[config.mk]
export PLATFORM = sky130hd
export DESIGN_NAME = uart_loader
export DESIGN_NICKNAME = d
export VERILOG_FILES = /design/src/rtl/uart_loader.sv
export SDC_FILE = /design/constraint.sdc
export NUM_CORES = 1
export LEC_CHECK = 0
export ABC_AREA = 1
export CAP_MARGIN = 20
export CORE_UTILIZATION = 50
export CTS_BUF_LIST = sky130_fd_sc_hd__clkbuf_8
export CTS_CLUSTER_SIZE = 24
export DETAILED_ROUTE_END_ITERATION = 8
export GPL_TIMING_DRIVEN = 0
export MAX_ROUTING_LAYER = met4
export PLACE_DENSITY = 0.81
export SYNTH_ARGS = -nofsm -noshare
export SYNTH_HDL_FRONTEND = slang
export SYNTH_SLANG_ARGS = --single-unit
[constraint.sdc]
create_clock -name clk -period 2.69 [get_ports clk]
set_input_delay 0.538 -clock clk [delete_from_list [all_inputs] [get_ports clk]]
set_output_delay 0.538 -clock clk [all_outputs]
set_load 0.03 [all_outputs]
[src/rtl/uart_loader.sv]
// -----------------------------------------------------------------------------
// uart_loader
//
// Boot loader that sits between the UART receiver and the ramio request port.
// It receives a little-endian image of the form
//   word count N (4 bytes), N data words (4 bytes each), checksum (4 bytes)
// and writes each data word to RAM at BaseAddress + 4*index. The checksum is
// the sum of all data words modulo 2^32. When the checksum matches, done goes
// high (sticky) and the CPU may be released. A count above MaxWordCount or a
// checksum mismatch raises error (sticky). Until done is high the loader is
// the only master of the ramio port.
//
// Parameters
//   MaxWordCount  largest accepted image, in 32-bit words (<= 65535)
//   BaseAddress   byte address of the first word, 4-byte aligned
//
// Ports
//   clk            system clock
//   rst_n          synchronous active-low reset
//   rx_data        received byte, valid while rx_data_ready is high
//   rx_data_ready  a byte is pending in the receiver (level)
//   rx_data_read   one-cycle acknowledge of the pending byte
//   enable         ramio request strobe (one cycle per word)
//   write_type     2'b11 during a request, else 2'b00
//   read_type      always 3'b000
//   address        ramio byte address
//   data_in        ramio write data
//   busy           ramio busy
//   done           image loaded and checksum matched (sticky)
//   error          size or checksum failure (sticky)
//   words_written  number of completed word writes
// -----------------------------------------------------------------------------

// Invariants on the request port and status flags.
module uart_loader_checker (
  input logic       clk,
  input logic       rst_n,
  input logic       enable,
  input logic [1:0] write_type,
  input logic [2:0] read_type,
  input logic       rx_data_read,
  input logic       done,
  input logic       error
);

  // done and error are mutually exclusive.
  a_flags_exclusive: assert property (@(posedge clk) disable iff (!rst_n)
    !(done && error));

  // A request always carries the word write type.
  a_enable_type: assert property (@(posedge clk) disable iff (!rst_n)
    enable |-> (write_type == 2'b11));

  // Requests are single-cycle pulses.
  a_enable_pulse: assert property (@(posedge clk) disable iff (!rst_n)
    enable |=> !enable);

  // Acknowledges are single-cycle pulses.
  a_ack_pulse: assert property (@(posedge clk) disable iff (!rst_n)
    rx_data_read |=> !rx_data_read);

  // The loader never reads.
  a_no_read: assert property (@(posedge clk) disable iff (!rst_n)
    read_type == 3'b000);

endmodule

module uart_loader #(
  parameter int unsigned MaxWordCount = 4096,
  parameter logic [31:0] BaseAddress  = 32'h0000_0000
) (
  input  logic        clk,
  input  logic        rst_n,
  input  logic [7:0]  rx_data,
  input  logic        rx_data_ready,
  output logic        rx_data_read,
  output logic        enable,
  output logic [1:0]  write_type,
  output logic [2:0]  read_type,
  output logic [31:0] address,
  output logic [31:0] data_in,
  input  logic        busy,
  output logic        done,
  output logic        error,
  output logic [15:0] words_written
);

  localparam logic [31:0] MAX_WORDS = 32'(MaxWordCount);

  typedef enum logic [2:0] {
    RX_COUNT = 3'd0,
    RX_WORD  = 3'd1,
    WR_ISSUE = 3'd2,
    WR_WAIT  = 3'd3,
    RX_SUM   = 3'd4,
    DONE     = 3'd5,
    ERROR    = 3'd6
  } state_t;

  state_t      state_r,      state_s;
  logic [1:0]  byte_cnt_r,   byte_cnt_s;
  logic [31:0] asm_r,        asm_s;
  logic [31:0] sum_r,        sum_s;
  logic [15:0] count_r,      count_s;
  logic [15:0] words_r,      words_s;
  logic        enable_r,     enable_s;
  logic [1:0]  write_type_r, write_type_s;
  logic [31:0] address_r,    address_s;
  logic [31:0] data_r,       data_s;
  logic        rx_read_r,    rx_read_s;
  logic        done_r,       done_s;
  logic        error_r,      error_s;

  logic        rx_state_s;
  logic        take_byte_s;
  logic        word_done_s;
  logic [31:0] word_s;
  logic [15:0] words_inc_s;

  // A byte is accepted only in a receive state, and never in the cycle the
  // previous byte is being acknowledged (the receiver still shows it then).
  assign rx_state_s  = (state_r == RX_COUNT) || (state_r == RX_WORD) ||
                       (state_r == RX_SUM);
  assign take_byte_s = rx_state_s && rx_data_ready && !rx_read_r;
  assign word_done_s = take_byte_s && (byte_cnt_r == 2'd3);
  // Complete field as it stands once the current (fourth) byte lands.
  assign word_s      = {rx_data, asm_r[23:0]};
  assign words_inc_s = words_r + 16'd1;

  // Next-state and next-output logic for the load sequencer.
  always_comb begin
    state_s      = state_r;
    byte_cnt_s   = byte_cnt_r;
    asm_s        = asm_r;
    sum_s        = sum_r;
    count_s      = count_r;
    words_s      = words_r;
    enable_s     = 1'b0;
    write_type_s = 2'b00;
    address_s    = address_r;
    data_s       = data_r;
    rx_read_s    = 1'b0;
    done_s       = done_r;
    error_s      = error_r;

    if (take_byte_s) begin
      rx_read_s  = 1'b1;
      byte_cnt_s = byte_cnt_r + 2'd1;
      case (byte_cnt_r)
        2'd0:    asm_s[7:0]   = rx_data;
        2'd1:    asm_s[15:8]  = rx_data;
        2'd2:    asm_s[23:16] = rx_data;
        default: asm_s[31:24] = rx_data;
      endcase
    end else begin
      rx_read_s = 1'b0;
    end

    case (state_r)
      RX_COUNT: begin
        if (word_done_s) begin
          if (word_s > MAX_WORDS) begin
            state_s = ERROR;
            error_s = 1'b1;
          end else if (word_s == 32'd0) begin
            state_s = RX_SUM;
          end else begin
            // Fits in 16 bits because MaxWordCount <= 65535.
            count_s = word_s[15:0];
            state_s = RX_WORD;
          end
        end else begin
          state_s = RX_COUNT;
        end
      end

      RX_WORD: begin
        if (word_done_s) begin
          // Request fields are loaded here so enable is a registered pulse
          // that is high exactly during WR_ISSUE.
          sum_s        = sum_r + word_s;
          data_s       = word_s;
          address_s    = BaseAddress + {14'd0, words_r, 2'b00};
          enable_s     = 1'b1;
          write_type_s = 2'b11;
          state_s      = WR_ISSUE;
        end else begin
          state_s = RX_WORD;
        end
      end

      WR_ISSUE: begin
        state_s = WR_WAIT;
      end

      WR_WAIT: begin
        if (!busy) begin
          words_s = words_inc_s;
          if (words_inc_s == count_r) begin
            state_s = RX_SUM;
          end else begin
            state_s = RX_WORD;
          end
        end else begin
          state_s = WR_WAIT;
        end
      end

      RX_SUM: begin
        if (word_done_s) begin
          if (word_s == sum_r) begin
            state_s = DONE;
            done_s  = 1'b1;
          end else begin
            state_s = ERROR;
            error_s = 1'b1;
          end
        end else begin
          state_s = RX_SUM;
        end
      end

      DONE: begin
        state_s = DONE;
      end

      ERROR: begin
        state_s = ERROR;
      end

      default: begin
        // Unreachable encoding: park in the failure state with a clean flag pair.
        state_s = ERROR;
        done_s  = 1'b0;
        error_s = 1'b1;
      end
    endcase
  end

  // State and output registers with synchronous active-low reset.
  always_ff @(posedge clk) begin
    if (!rst_n) begin
      state_r      <= RX_COUNT;
      byte_cnt_r   <= 2'd0;
      asm_r        <= 32'd0;
      sum_r        <= 32'd0;
      count_r      <= 16'd0;
      words_r      <= 16'd0;
      enable_r     <= 1'b0;
      write_type_r <= 2'b00;
      address_r    <= 32'd0;
      data_r       <= 32'd0;
      rx_read_r    <= 1'b0;
      done_r       <= 1'b0;
      error_r      <= 1'b0;
    end else begin
      state_r      <= state_s;
      byte_cnt_r   <= byte_cnt_s;
      asm_r        <= asm_s;
      sum_r        <= sum_s;
      count_r      <= count_s;
      words_r      <= words_s;
      enable_r     <= enable_s;
      write_type_r <= write_type_s;
      address_r    <= address_s;
      data_r       <= data_s;
      rx_read_r    <= rx_read_s;
      done_r       <= done_s;
      error_r      <= error_s;
    end
  end

  assign rx_data_read  = rx_read_r;
  assign enable        = enable_r;
  assign write_type    = write_type_r;
  assign read_type     = 3'b000;
  assign address       = address_r;
  assign data_in       = data_r;
  assign done          = done_r;
  assign error         = error_r;
  assign words_written = words_r;

  uart_loader_checker u_checker (
    .clk          (clk),
    .rst_n        (rst_n),
    .enable       (enable_r),
    .write_type   (write_type_r),
    .read_type    (read_type),
    .rx_data_read (rx_read_r),
    .done         (done_r),
    .error        (error_r)
  );

endmodule

==> flow_summary.yaml, run 1 <==
synthesis:
  ys_seq_elements: 145
  yosysMostFrequentCell: "nand2_1"
  yosys.area.top_type: "dfxtp_1"
  synth_edf_count: 0
  synthArstFlopShare_pct: 0
  ys_seq_area_share_pct: 36.4
  ys_types: 44
  yosys-top-cells-count: "nand2_1, dfxtp_1, a21oi_1, o21ai_0, nor2_1"
  netlist_area_sq_um: 7970
  synthCells: 1153
  yosys-top-cells-area: "dfxtp_1, a21oi_1, o21ai_0, nand2_1, nor2_1"
  avgSynthCellArea_sq_um: 6.91
  yosysTopAreaCellShare_pct: 36.4
  ys_warn_count: 0
  synth_ff_type: "dfxtp_1"
die:
  initial_core_util_pct: 51.9
  boundaryPins: 101
  coreArea_sq_um: 15400
  dieWidth_um: 128
  rows: 45
  fp.dieH_um: 128
  fp.dieArea_sq_um: 16500
global_routing:
  grt_pass1_wl_mm: 40.4
  antenna_found_initial: 0
  grt_usage_pct: 33.6
  grt_pass1_vias: 7509
  grt_max_degree: 17
  overflow: 0
setup_path:
  critPathRequiredTime_ns: 3.06
  start_kind: "flop"
  crit_buf_inv: 2
  max_stage_delay_ns: 0.40
  critPathCaptureType: "flop"
  crit_top_cell: "nand2_1"
  critical_path_peak_fanout: 4
  path_delay_family: "simple AND/OR/NAND/NOR gates"
  cp_cell_sequence: "ha_1 > inv_1 > fa_1 > nand3b_1 > nand2_1 > a21boi_2 > o21ai_2 > nand2_1 > nand2_1 > nand2_1 > nand3_1 > nand3_1 > nand2_1 > inv_1"
  crit_slowest_cell: "fa_1"
  setup.worst_path.class: "flop to flop"
  worstPathArrival_ns: 2.91
run:
  cap_violations: 0
min_path:
  hold_class: "flop to flop"
layout:
  drive_above_1_share_pct: 7.64
  finalNetCount: 1319
  area_growth_pct: 19.3
  final_util_pct: 61.9
  diodes: 0
  stdcell_count: 1494
timing:
  max_freq_mhz: 393
  finalSetupViolCount: 0
  final.setup.tns_ns: 0
  hold_violations: 0
  slew_viol_final: 0
  min_period_ns: 2.54
  whs_ns: 0.452
  fin_crit_sh_pct: 94.5
  slew_headroom_pct: 43.5
  rsz0062_at_grt: "no"
  fin_skew_ns: 0.0207
  tightest_slew_ns: 0.848
cts:
  root_buffer: "clkbuf_8"
  cts_tree: "done"
  htreeDepth: 4
  cts_inserted_buffers: 17
  clk-insertion-delay-late_ns: 0.48
  clk_path_buf_depth: 2
  cts_sinks: 145
  clk_pin_slew_ns: 0.09
  cts_hold_buf: 0
power_and_ir_drop:
  power.density_nw_per_um2: 466
  p_leak_nw: 4.07
  ir_drop_mv: 0.329
  power.total_mw: 4.43
routing:
  firstDrtPassIters: 5
  via_per_inst: 5.62
  drt-initial-drc-count: 732
  ant_nets: 0
  drc: 0
  vias: 8390
  wl_mm: 26.3
  wl_per_cell_um: 17.6
placement:
  dpl.cell_count: 1462
  gp_congestion: 1.03
  port_buffers: 80
  dp_hpwl_mm: 20.0
run_status:
  status: "complete, no violations"
==> cell families after synthesis <==
kind of cell	count (synthesis)	synth area share, %
adder cells (fa/ha/maj)	37	5.90
XOR/XNOR	20	2.20
buffers and inverters	188	10.3
flip-flops	145	36.4
AND/OR/NAND/NOR	445	24.2
AO/OA/AOI/OAI	317	21.0
other	1	0.0470
==> path summary, 6_finish.rpt <==
kind / startpoint / end / slack [ns] / cells past startpoint
setup reg to reg: asm_r[0] / sum_r[30] / 0.15 / 14
setup / recovery: asm_r[0] / sum_r[30] / 0.15 / 14
hold reg to reg: error / error / 0.45 / 2
hold / removal: error / error / 0.45 / 2
==> layout make-up <==
cell class,count,area [sq um]
fill,1473,5860
multi-input combinational,838,4320
sequential,145,2900
timing repair buffer,80,803
inverter,125,469
buffer,63,350
tap,211,264
clock buffer,19,262
clock inverter,13,136
==> sequential cells by signal, summed over array words and instances (netlist names) <==
| register | cells |
|---|---|
| data_in | 32 |
| sum_r | 32 |
| asm_r | 24 |
| address | 16 |
| count_r | 16 |
| words_written | 16 |
| state_r | 3 |
| byte_cnt_r | 2 |
| done | 1 |
| error | 1 |
| rx_data_read | 1 |
| write_type | 1 |
==> power breakdown <==
part | total [mW] | internal [mW] | switching [mW] | leakage [nW]
clock network | 1.78 | 0.870 | 0.910 | 0.194
registers | 2.21 | 2.18 | 0.0365 | 1.17
logic | 0.438 | 0.134 | 0.304 | 2.71
total | 4.43 | 3.18 | 1.25 | 4.07
==> what timing repair did <==
action,4_1_cts,5_1_grt
endpoints found under the setup margin,0,2
resized for setup,0,3
buffers inserted,0,0
==> cells in the final DEF, fill, tap and decap left out, types with 2 or more instances in the layout <==
cell and n:
xnor2_1 9, nor2_4 3, o21bai_2 2, clkinv_2 4, clkinv_4 2, nand3_1 53, o21ai_0 143, nor3_1 15
clkdlybuf4s50_1 79, ha_1 35, nor4_1 11, nand3b_1 5, or2_0 2, nor2_2 8, a21o_1 6, a21oi_1 144
clkinvlp_4 4, buf_2 12, o21a_1 3, nand2_2 6, clkbuf_1 23, nand4_1 18, nand3_2 2, o211ai_1 4
xor2_1 11, dfxtp_1 145, bufinv_16 2, inv_1 123, nor2_1 142, buf_4 26, conb_1 19, clkbuf_8 19
nand2_1 177, o21bai_1 4, a31oi_1 3
==> through the flow <==
step / instance area [sq um] / setup slack [ns]
global route: 9510 / 0.0254
CTS: 9500 / 0.121
floorplan: 8040 / 0.705
detailed placement: 9100 / -0.277
global placement: 9100 / -0.258
finish: 9510 / 0.147
==> worst reg2reg max path, delay by kind of cell (launching register included) <==
kind	cells	cell delay, ns
buffers and inverters	2	0.09
adder cells (fa/ha/maj)	2	0.60
AO/OA/AOI/OAI	2	0.42
flip-flops	1	0.37
AND/OR/NAND/NOR	8	0.95
==> layer usage <==
metal	global-route usage, %	vias to the layer above	share of wire (%)
li1	-	4039	-
met1	42.9	3879	43
met2	50.8	408	44
met3	6.84	64	9.3
met4	15.7	0	3.7
met5	-	-	0
No activity file was read; power rests on OpenSTA's default activity.
==> inputs of run 2 (changes only) <==
CELL_PAD_IN_SITES_DETAIL_PLACEMENT = 0   (was not set)
CELL_PAD_IN_SITES_GLOBAL_PLACEMENT = 2   (was not set)
CORE_UTILIZATION = 32   (was 50)
PLACE_DENSITY = 0.9   (was 0.81)
==> run 2 against run 1 <==
Compared with the run above: maximum frequency up 0.16%; die area grew 55%; clock power is essentially flat; largest power group unchanged.
==> flow_summary.yaml, run 2 (same netlist as run 1, synthesis figures left out) <==
layout:
  diodes: 0
  drive_above_1_share_pct: 7.56
  final_common_cell: "nand2_1"
  fill_cells: 2691
  area_growth_pct: 21.2
  final_util_pct: 39.6
  stdcell_area_sq_um: 9670
  layout_common_cells: "nand2_1, dfxtp_1, a21oi_1"
  finalNetCount: 1319
global_routing:
  grt_max_degree: 17
  antenna_found_initial: 0
  grt_pass1_vias: 7651
  grt_pass1_wl_mm: 45.2
  grt_usage_pct: 24.1
  overflow: 0
setup_path:
  start_kind: "input port"
  startpoint: "rx_data[3]"
  r2r_end: "sum_r[22]"
  reg2reg_slack_ns: 0.18
  r2r_start: "asm_r[1]"
  rr_worst_depth: 13
  critPathCaptureType: "flop"
  crit_path_end: "state_r[0]"
  critPathRequiredTime_ns: 3.08
  worstPathArrival_ns: 2.93
  critical_path_peak_fanout: 6
  setup.worst_path.class: "input port to flop"
timing:
  finalSetupViolCount: 0
  slew_headroom_pct: 38.3
  setup_ws_ns: 0.151
  min_period_ns: 2.54
  tightest_slew_ns: 0.926
  rsz0062_at_grt: "no"
  slew_viol_final: 0
  fin_crit_sh_pct: 94.4
  fin_skew_ns: 0.0194
  max_freq_mhz: 394
  hold_violations: 0
die:
  dieWidth_um: 160
  coreArea_sq_um: 24400
  rows: 57
  fp.dieArea_sq_um: 25600
  initial_core_util_pct: 32.7
  fp.dieH_um: 160
  boundaryPins: 101
placement:
  gp_congestion: 0.923
  dp_hpwl_mm: 22.3
  place_area_sq_um: 9250
  port_buffers: 80
  place_ws_ns: -0.461
power_and_ir_drop:
  ir_drop_mv: 0.301
  p_leak_nw: 4.10
  power.density_nw_per_um2: 462
cts:
  clk_pin_slew_ns: 0.09
  cts_inserted_buffers: 17
  root_buffer: "clkbuf_8"
  clk_path_buf_depth: 2
  cts_tree: "done"
  cts_sinks: 145
  clk-insertion-delay-late_ns: 0.48
  htreeDepth: 4
routing:
  wl_mm: 29.1
  vias: 8014
  ant_nets: 0
  via_per_inst: 4.99
  drt-initial-drc-count: 577
  drc: 0
  firstDrtPassIters: 7
  wl_per_cell_um: 18.1
run:
  cap_violations: 0
min_path:
  hold_class: "flop to flop"
  holdCritStartpoint: "error"
  whs_path_depth: 2
run_status:
  status: "complete, no violations"
-- run 2: cell count changes in the layout (fill, tap and decap cells not counted), sizes merged --
cell / change
bufinv: -1
clkinvlp: -3
dlymetal6s2s: +1
clkbuf: -2
clkdlybuf4s50: -1
clkinv: -3
inv: +9
-- run 2: worst min-delay path by stage --
stage	end
after floorplan	count_r[15]
after global placement	error
after detailed placement	error
after CTS	error
after global routing	count_r[13]
final	error
-- run 2: layout make-up --
class | count | area [sq um] | share of cell area, %
plain buffers | 63 | 350 | 3.62
clock buffers | 17 | 234 | 2.42
clock inverters | 15 | 169 | 1.75
inverters | 125 | 469 | 4.85
multi-input cells | 838 | 4330 | 44.8
flip-flops and latches | 145 | 2900 | 30.0
well taps | 324 | 405 | 4.19
repair buffers | 80 | 806 | 8.34
-- run 2: repair_timing --
action	4_1_cts	5_1_grt
setup endpoints to repair	0	6
hold buffers	0	0
setup buffers	0	0
gates resized for setup	0	5
-- run 2: where the power goes --
part           total [mW]  leakage (nW)  internal (mW)  switching (mW)
registers            2.21          1.17           2.18          0.0348
logic               0.445          2.72          0.134           0.311
clock network        1.80         0.205          0.780            1.03
total                4.46          4.10           3.09            1.37
-- run 2: per-stage QoR --
step | power (mW) | cells | TNS, ns | hold WS (ns)
after CTS | 4.49 | 1607 | 0 | 0.466
after floorplan | 2.53 | 1171 | 0 | 0.439
after global placement | 2.70 | 1575 | -5.07 | 0.441
final | 4.46 | 1607 | 0 | 0.460
after global routing | 4.65 | 1607 | 0 | 0.502
after detailed placement | 2.70 | 1575 | -4.72 | 0.446
-- run 2: critical path, stage by stage --
cell	delay [ns]
clkdlybuf4s50_1	0.73
ha_1	0.55
nor3_1	0.17
nand4_1	0.12
nor3_2	0.31
nand3_1	0.18
nor2_1	0.14
nor2_1	0.06
a21oi_1	0.12
-- run 2: layer usage --
metal  routed length, um  up-vias  track usage (%)
met4                 482        0             5.32
met5                   0        -                -
met2               14300      206             41.4
li1                    -     4040                -
met1               12900     3745             29.3
met3                1360       23             4.31
==> inputs of run 3 (changes only) <==
HOLD_SLACK_MARGIN = 0.1   (was not set)
==> results of run 3 <==
The final DEF is identical to that of run 2; final timing and power are the same.
